### config.mk
export PLATFORM = sky130hd
export DESIGN_NAME = lockin_demod
export DESIGN_NICKNAME = d
export VERILOG_FILES = /design/src/rtl/lockin_demod.sv
export SDC_FILE = /design/constraint.sdc
export NUM_CORES = 2
export LEC_CHECK = 0
export BUFFER_PORTS_ARGS = -buffer_cell sky130_fd_sc_hd__buf_4
export CORE_ASPECT_RATIO = 0.9
export CORE_MARGIN = 10
export CORE_UTILIZATION = 45
export CTS_CLUSTER_DIAMETER = 200
export DETAILED_ROUTE_END_ITERATION = 6
export REMOVE_ABC_BUFFERS = 1
export SYNTH_ARGS = -nofsm -noshare
export SYNTH_HDL_FRONTEND = slang
export SYNTH_SLANG_ARGS = --single-unit
export TNS_END_PERCENT = 10
### constraint.sdc
create_clock -name clk -period 15 [get_ports clk]
set_input_delay 0.75 -clock clk [delete_from_list [all_inputs] [get_ports clk]]
set_output_delay 0.75 -clock clk [all_outputs]
set_load 0.02 [all_outputs]
### src/rtl/lockin_demod.sv
// lockin_demod: I/Q lock-in demodulator with integrate-and-dump.
// Each ADC sample is multiplied by the DDS cosine (I) and sine (Q). The
// products are summed over a programmable window of samples. At the end of
// each window the sums are shifted, saturated and offered on a valid/ready
// output.
// Optional build macro LOCKIN_ADC_OFFSET_EN adds an adc_offset port. When it
// is defined, the offset is subtracted from the sample at capture time.
`timescale 1ns/1ps

module lockin_demod #(
   parameter int ADC_WIDTH = 14,
   parameter int LO_WIDTH  = 16,
   parameter int ACC_WIDTH = 48,
   parameter int OUT_WIDTH = 32
) (
   input  logic                        clk,
   input  logic                        rst_n,
   input  logic signed [ADC_WIDTH-1:0] adc_in,
`ifdef LOCKIN_ADC_OFFSET_EN
   input  logic signed [ADC_WIDTH-1:0] adc_offset,
`endif
   input  logic                        adc_valid,
   input  logic signed [LO_WIDTH-1:0]  sin_in,
   input  logic signed [LO_WIDTH-1:0]  cos_in,
   input  logic                        sync_i,
   input  logic [15:0]                 dec_len,
   input  logic [5:0]                  shift,
   output logic signed [OUT_WIDTH-1:0] i_out,
   output logic signed [OUT_WIDTH-1:0] q_out,
   output logic                        out_valid,
   input  logic                        out_ready,
   input  logic                        clr_ovr,
   output logic                        overrun
);

   localparam int PROD_WIDTH = ADC_WIDTH + LO_WIDTH;

   // Clamp a one-bit-extended difference back into the ADC range.
   function automatic logic signed [ADC_WIDTH-1:0] sat_adc(input logic signed [ADC_WIDTH:0] x);
      if (x[ADC_WIDTH] != x[ADC_WIDTH-1])
         return x[ADC_WIDTH] ? $signed({1'b1, {(ADC_WIDTH-1){1'b0}}})
                             : $signed({1'b0, {(ADC_WIDTH-1){1'b1}}});
      else
         return $signed(x[ADC_WIDTH-1:0]);
   endfunction

   // Clamp a shifted accumulator value into the output range.
   function automatic logic signed [OUT_WIDTH-1:0] sat_out(input logic signed [ACC_WIDTH-1:0] x);
      logic [ACC_WIDTH-OUT_WIDTH:0] top;
      top = x[ACC_WIDTH-1:OUT_WIDTH-1];
      if (top == '0 || top == '1)
         return $signed(x[OUT_WIDTH-1:0]);
      else if (x[ACC_WIDTH-1])
         return $signed({1'b1, {(OUT_WIDTH-1){1'b0}}});
      else
         return $signed({1'b0, {(OUT_WIDTH-1){1'b1}}});
   endfunction

   logic signed [ADC_WIDTH-1:0] adc_cap;
`ifdef LOCKIN_ADC_OFFSET_EN
   logic signed [ADC_WIDTH:0] adc_diff;
   assign adc_diff = {adc_in[ADC_WIDTH-1], adc_in} - {adc_offset[ADC_WIDTH-1], adc_offset};
   assign adc_cap  = sat_adc(adc_diff);
`else
   assign adc_cap  = adc_in;
`endif

   logic signed [ADC_WIDTH-1:0]  adc_p0;
   logic signed [LO_WIDTH-1:0]   sin_p0, cos_p0;
   logic                         vld_p0;
   logic signed [PROD_WIDTH-1:0] prod_i_p1, prod_q_p1;
   logic                         vld_p1;
   logic signed [ACC_WIDTH-1:0]  acc_i_p2, acc_q_p2, sum_i_p2, sum_q_p2;
   logic                         dump_p2;
   logic [15:0]                  cnt_p2, len_m1;
   logic                         len_load;

   logic signed [ACC_WIDTH-1:0] next_i, next_q;
   logic [15:0]                 len_next;
   logic                        accept;

   assign next_i   = acc_i_p2 + ACC_WIDTH'(prod_i_p1);
   assign next_q   = acc_q_p2 + ACC_WIDTH'(prod_q_p1);
   // A window length of zero behaves as a one-sample window.
   assign len_next = (dec_len == 16'd0) ? 16'd0 : dec_len - 16'd1;
   assign accept   = out_valid && out_ready;

   // ---- stage 1 / stage 2 data: capture sample, then form full-width products
   // Sample and product registers carry data only; their valid bits live below.
   always_ff @(posedge clk) begin
      if (adc_valid) begin
         adc_p0 <= adc_cap;
         sin_p0 <= sin_in;
         cos_p0 <= cos_in;
      end
      prod_i_p1 <= PROD_WIDTH'(adc_p0) * PROD_WIDTH'(cos_p0);
      prod_q_p1 <= PROD_WIDTH'(adc_p0) * PROD_WIDTH'(sin_p0);
   end

   // Valid bits for stages 1 and 2; sync drops the sample between them.
   always_ff @(posedge clk or negedge rst_n) begin
      if (!rst_n) begin
         vld_p0 <= 1'b0;
         vld_p1 <= 1'b0;
      end else begin
         vld_p0 <= adc_valid;
         vld_p1 <= vld_p0 && !sync_i;
      end
   end

   // ---- stage 3: integrate, count the window, dump the final sum
   // The window length is latched only at reset, sync and dump.
   always_ff @(posedge clk or negedge rst_n) begin
      if (!rst_n) begin
         acc_i_p2 <= '0;
         acc_q_p2 <= '0;
         sum_i_p2 <= '0;
         sum_q_p2 <= '0;
         cnt_p2   <= '0;
         len_m1   <= '0;
         len_load <= 1'b1;
         dump_p2  <= 1'b0;
      end else begin
         dump_p2 <= 1'b0;
         if (len_load) begin
            len_m1   <= len_next;
            len_load <= 1'b0;
         end
         if (sync_i) begin
            acc_i_p2 <= '0;
            acc_q_p2 <= '0;
            cnt_p2   <= '0;
            len_m1   <= len_next;
         end else if (vld_p1) begin
            if (cnt_p2 == len_m1) begin
               sum_i_p2 <= next_i;
               sum_q_p2 <= next_q;
               dump_p2  <= 1'b1;
               acc_i_p2 <= '0;
               acc_q_p2 <= '0;
               cnt_p2   <= '0;
               len_m1   <= len_next;
            end else begin
               acc_i_p2 <= next_i;
               acc_q_p2 <= next_q;
               cnt_p2   <= cnt_p2 + 16'd1;
            end
         end
      end
   end

   // ---- output stage: scale, saturate, hold under backpressure, flag overrun
   // A new result is loaded only when the output is empty or being accepted.
   always_ff @(posedge clk or negedge rst_n) begin
      if (!rst_n) begin
         i_out     <= '0;
         q_out     <= '0;
         out_valid <= 1'b0;
         overrun   <= 1'b0;
      end else begin
         if (dump_p2 && (!out_valid || accept)) begin
            i_out     <= sat_out(sum_i_p2 >>> shift);
            q_out     <= sat_out(sum_q_p2 >>> shift);
            out_valid <= 1'b1;
         end else if (accept) begin
            out_valid <= 1'b0;
         end
         if (dump_p2 && out_valid && !out_ready)
            overrun <= 1'b1;
         else if (clr_ovr)
            overrun <= 1'b0;
      end
   end

endmodule

==> implementation parameters <==
Parameter                              Value

Run status
  Result of the run    complete, no violations

Die
  Initial Util    0.4518
  Die outline area    105600 um2
  Core outline area    92570 um2
  Height of the chip    309.2 um
  Die Width    341.4 um
  # rows    106
  Number of I/O pins    140

Finish
  Number of filler instances in the final layout    8934
  Area taken by multi-input logic gates    28760 um2
  Flip-flop and latch area    9941 um2
  Antenna diode instance count    0
  Number of nets in the layout    5300
  Area growth from synthesis to layout    8.275%
  Layout cell share with drive strength beyond 1    0.08918

CTS
  H-tree levels    2
  Clock slew seen by the registers of the worst setup and hold paths    0.06 ns
  Clock tree root buffer cell    clkbuf_16
  CTS tree    done
  Hold buffer count at cts    0
  Clock sink count    400
  Clk buf depth    3
  Resize count post-CTS    0
  Number of setup buffers added after CTS    0
  Clock Latency Late Sink    0.65 ns
  CTS buffer count    47

Placement
  Final HPWL DP    79.01 mm
  Port bufs    139
  Weighted congestion reported at the end of routability-driven placement    0.9157
  Worst slack after detailed placement    8.048 ns

Yosys
  Sequential-to-total area share from yosys stat    0.2377
  Count of mapped cells out of synthesis    4574
  Count leader, synth    nand2_1
  Area share of the largest cell type after synthesis    0.2106
  Largest cells by area after synthesis    fa_1, dfrtp_1, ha_1
  Share of synthesized registers carrying an async set or reset    0.7350
  Biggest area consumer among synthesized cells    fa_1
  Number of enable-type register cells in the synthesized netlist    46
  Predominant post-synthesis flop cell    dfrtp_1
  Library cells used by synthesis    94
  Mapped Avg Cell Area    9.144 um2
  Number of flip-flops and latches in the synthesized netlist    400
  Syn Std Cell Area    41820 um2
  Commonest cells post-synth    nand2_1, inv_1, fa_1
  Syn. warnings    0

Global routing
  Via count of the first global-routing pass    31.62k
  Pin count of the biggest net entering global routing    137
  Total routing resource utilization after global routing    0.1963
  Antenna violations before repair    1
  Wire length of the first global-routing pass    171.9 mm
  Overall overflow remaining after global route    0

STA
  Slew headroom    0.1826
  Final Critical Period    7.006 ns
  Measured slew at the worst slew-check pin    1.226 ns
  Setup repair after global routing missed its margin    no
  Final setup slack of the worst path    7.994 ns
  Number of hold violations in the final report    0
  Maximum clock rate    142.7 MHz
  Final worst path period share    0.4671
  Max Slew Vio Count    0
  Total Neg Setup Slack    0 ns
  Final setup violation count    0
  Worst-case clock skew    0.05341 ns

Detailed routing
  Number of nets still failing antenna checks after routing    0
  Routed via count divided by cell count    5.425
  DR pass1 iterations    5
  Aggregate routed wire length    103.5 mm
  Violation count after the first detailed-routing iteration    2107
  Detailed-route wire length per cell    17.77 um
  Detailed-route via count    31.62k
  DRC violations left    0

Hold path
  Tightest Hold Check Type    input pin to async pin

Run
  Max_cap viols    0

Worst setup path
  Biggest fanout along the worst timing path    23
  CP Data Required Time    15.53 ns
  Critical Path AT    7.54 ns
  Start-to-end type of the worst setup path    flop to flop
  Startpoint kind of the worst setup timing path    flop
  Element type at the critical path end    flop
[cells in the final DEF (no fill, tap or decap), types with 34 or more instances in the layout]
master / Yosys / routed
nand2_1: 703 / 703
and2_1: 250 / 249
a21oi_1: 225 / 225
fa_1: 440 / 440
edfxtp_1: 46 / 46
xnor2_1: 129 / 129
nor3_1: 39 / 39
mux2_2: 56 / 56
a22o_1: 91 / 91
mux2i_1: 80 / 80
dfxtp_1: 60 / 60
mux4_2: 57 / 57
xor2_1: 50 / 50
nor2_1: 247 / 246
ha_1: 238 / 238
o21ai_0: 203 / 203
a21o_1: 80 / 80
nand3_1: 39 / 39
dfrtp_1: 293 / 293
o21a_1: 34 / 34
a211oi_1: 35 / 34
inv_1: 540 / 537
buf_4: 8 / 171
clkbuf_16: 0 / 49
[cells by family (layout without fill, tap and decap cells)]
family / count (synthesis) / count (layout) / synth area share
flip-flops: 400 / 400 / 0.2377
AND/OR/NAND/NOR: 1439 / 1439 / 0.1575
XOR/XNOR: 180 / 180 / 0.03802
buffers and inverters: 791 / 803 / 0.07506
other: 1 / 1 / 0.00008966
multiplexers: 204 / 204 / 0.07153
adder cells (fa/ha/maj): 678 / 678 / 0.2818
AO/OA/AOI/OAI: 881 / 881 / 0.1383
[worst max-delay path, stage by stage, from the launching register on]
cell and delay, ns:
edfxtp_1 0.58, inv_1 0.87, nor2_1 0.15, fa_1 0.54, fa_1 0.43, fa_1 0.51, fa_1 0.43, fa_1 0.51
inv_1 0.06, fa_1 0.49, inv_1 0.04, ha_1 0.35, a21o_1 0.19, a21o_1 0.16, a21oi_1 0.31, o21ai_0 0.15
nor3_1 0.15, o21ai_0 0.15, and2_1 0.24, a211o_1 0.30, a21oi_1 0.17, xnor2_1 0.14
[final timing paths]
check	start	endpoint	slack (ns)	cells past startpoint
max in group asynchronous	rst_n	acc_q_p2[14]$_DFFE_PN0P_	13.56	2
setup reg to reg	adc_p0[13]$_DFFE_PP_	prod_q_p1[26]$_DFF_P_	7.99	21
hold / removal	rst_n	q_out[20]$_DFFE_PN0P_	0.18	1
min in group clk	clr_ovr	overrun$_DFFE_PN0P_	0.29	2
setup / recovery	adc_p0[13]$_DFFE_PP_	prod_q_p1[26]$_DFF_P_	7.99	21
hold reg to reg	dump_p2$_DFF_PN0_	out_valid$_DFFE_PN0P_	0.46	2
[metrics by stage]
stage	util	hold slack, ns	cells	instance area (um2)
2_1_floorplan	-	0.4310	4326	40720
4_1_cts	0.4892	0.1825	5828	45280
5_1_grt	0.4892	0.2286	5828	45280
6_report	0.4892	0.1770	5828	45280
3_5_place_dp	0.4711	0.4462	5741	43610
3_3_place_gp	0.4711	0.4527	5741	43610
[cell type report]
cell class	instances	share of cell area
multi-input cells	3383	0.6351
flip-flops and latches	400	0.2195
inverters	543	0.04504
well taps	1242	0.03432
clock buffers	68	0.03072
repair buffers	173	0.02912
clock inverters	19	0.006134
[layer usage]
metal,GRT usage,wire (um),up-vias
li1,-,-,15137
met1,0.2962,51360,15619
met2,0.2940,44500,732
met3,0.02837,5396,127
met4,0.04661,2285,0
met5,0,0,-
[flip-flops by register name (all words and copies together) (netlist names), 30 cells and up]
signal,count
sum_i_p2,48
sum_q_p2,48
acc_q_p2,48
prod_i_p1,30
acc_i_p2,48
prod_q_p1,30
i_out,32
q_out,32
Power is not shown: default switching activity piles up to over one toggle a cycle in this logic, so the estimate is an artifact.
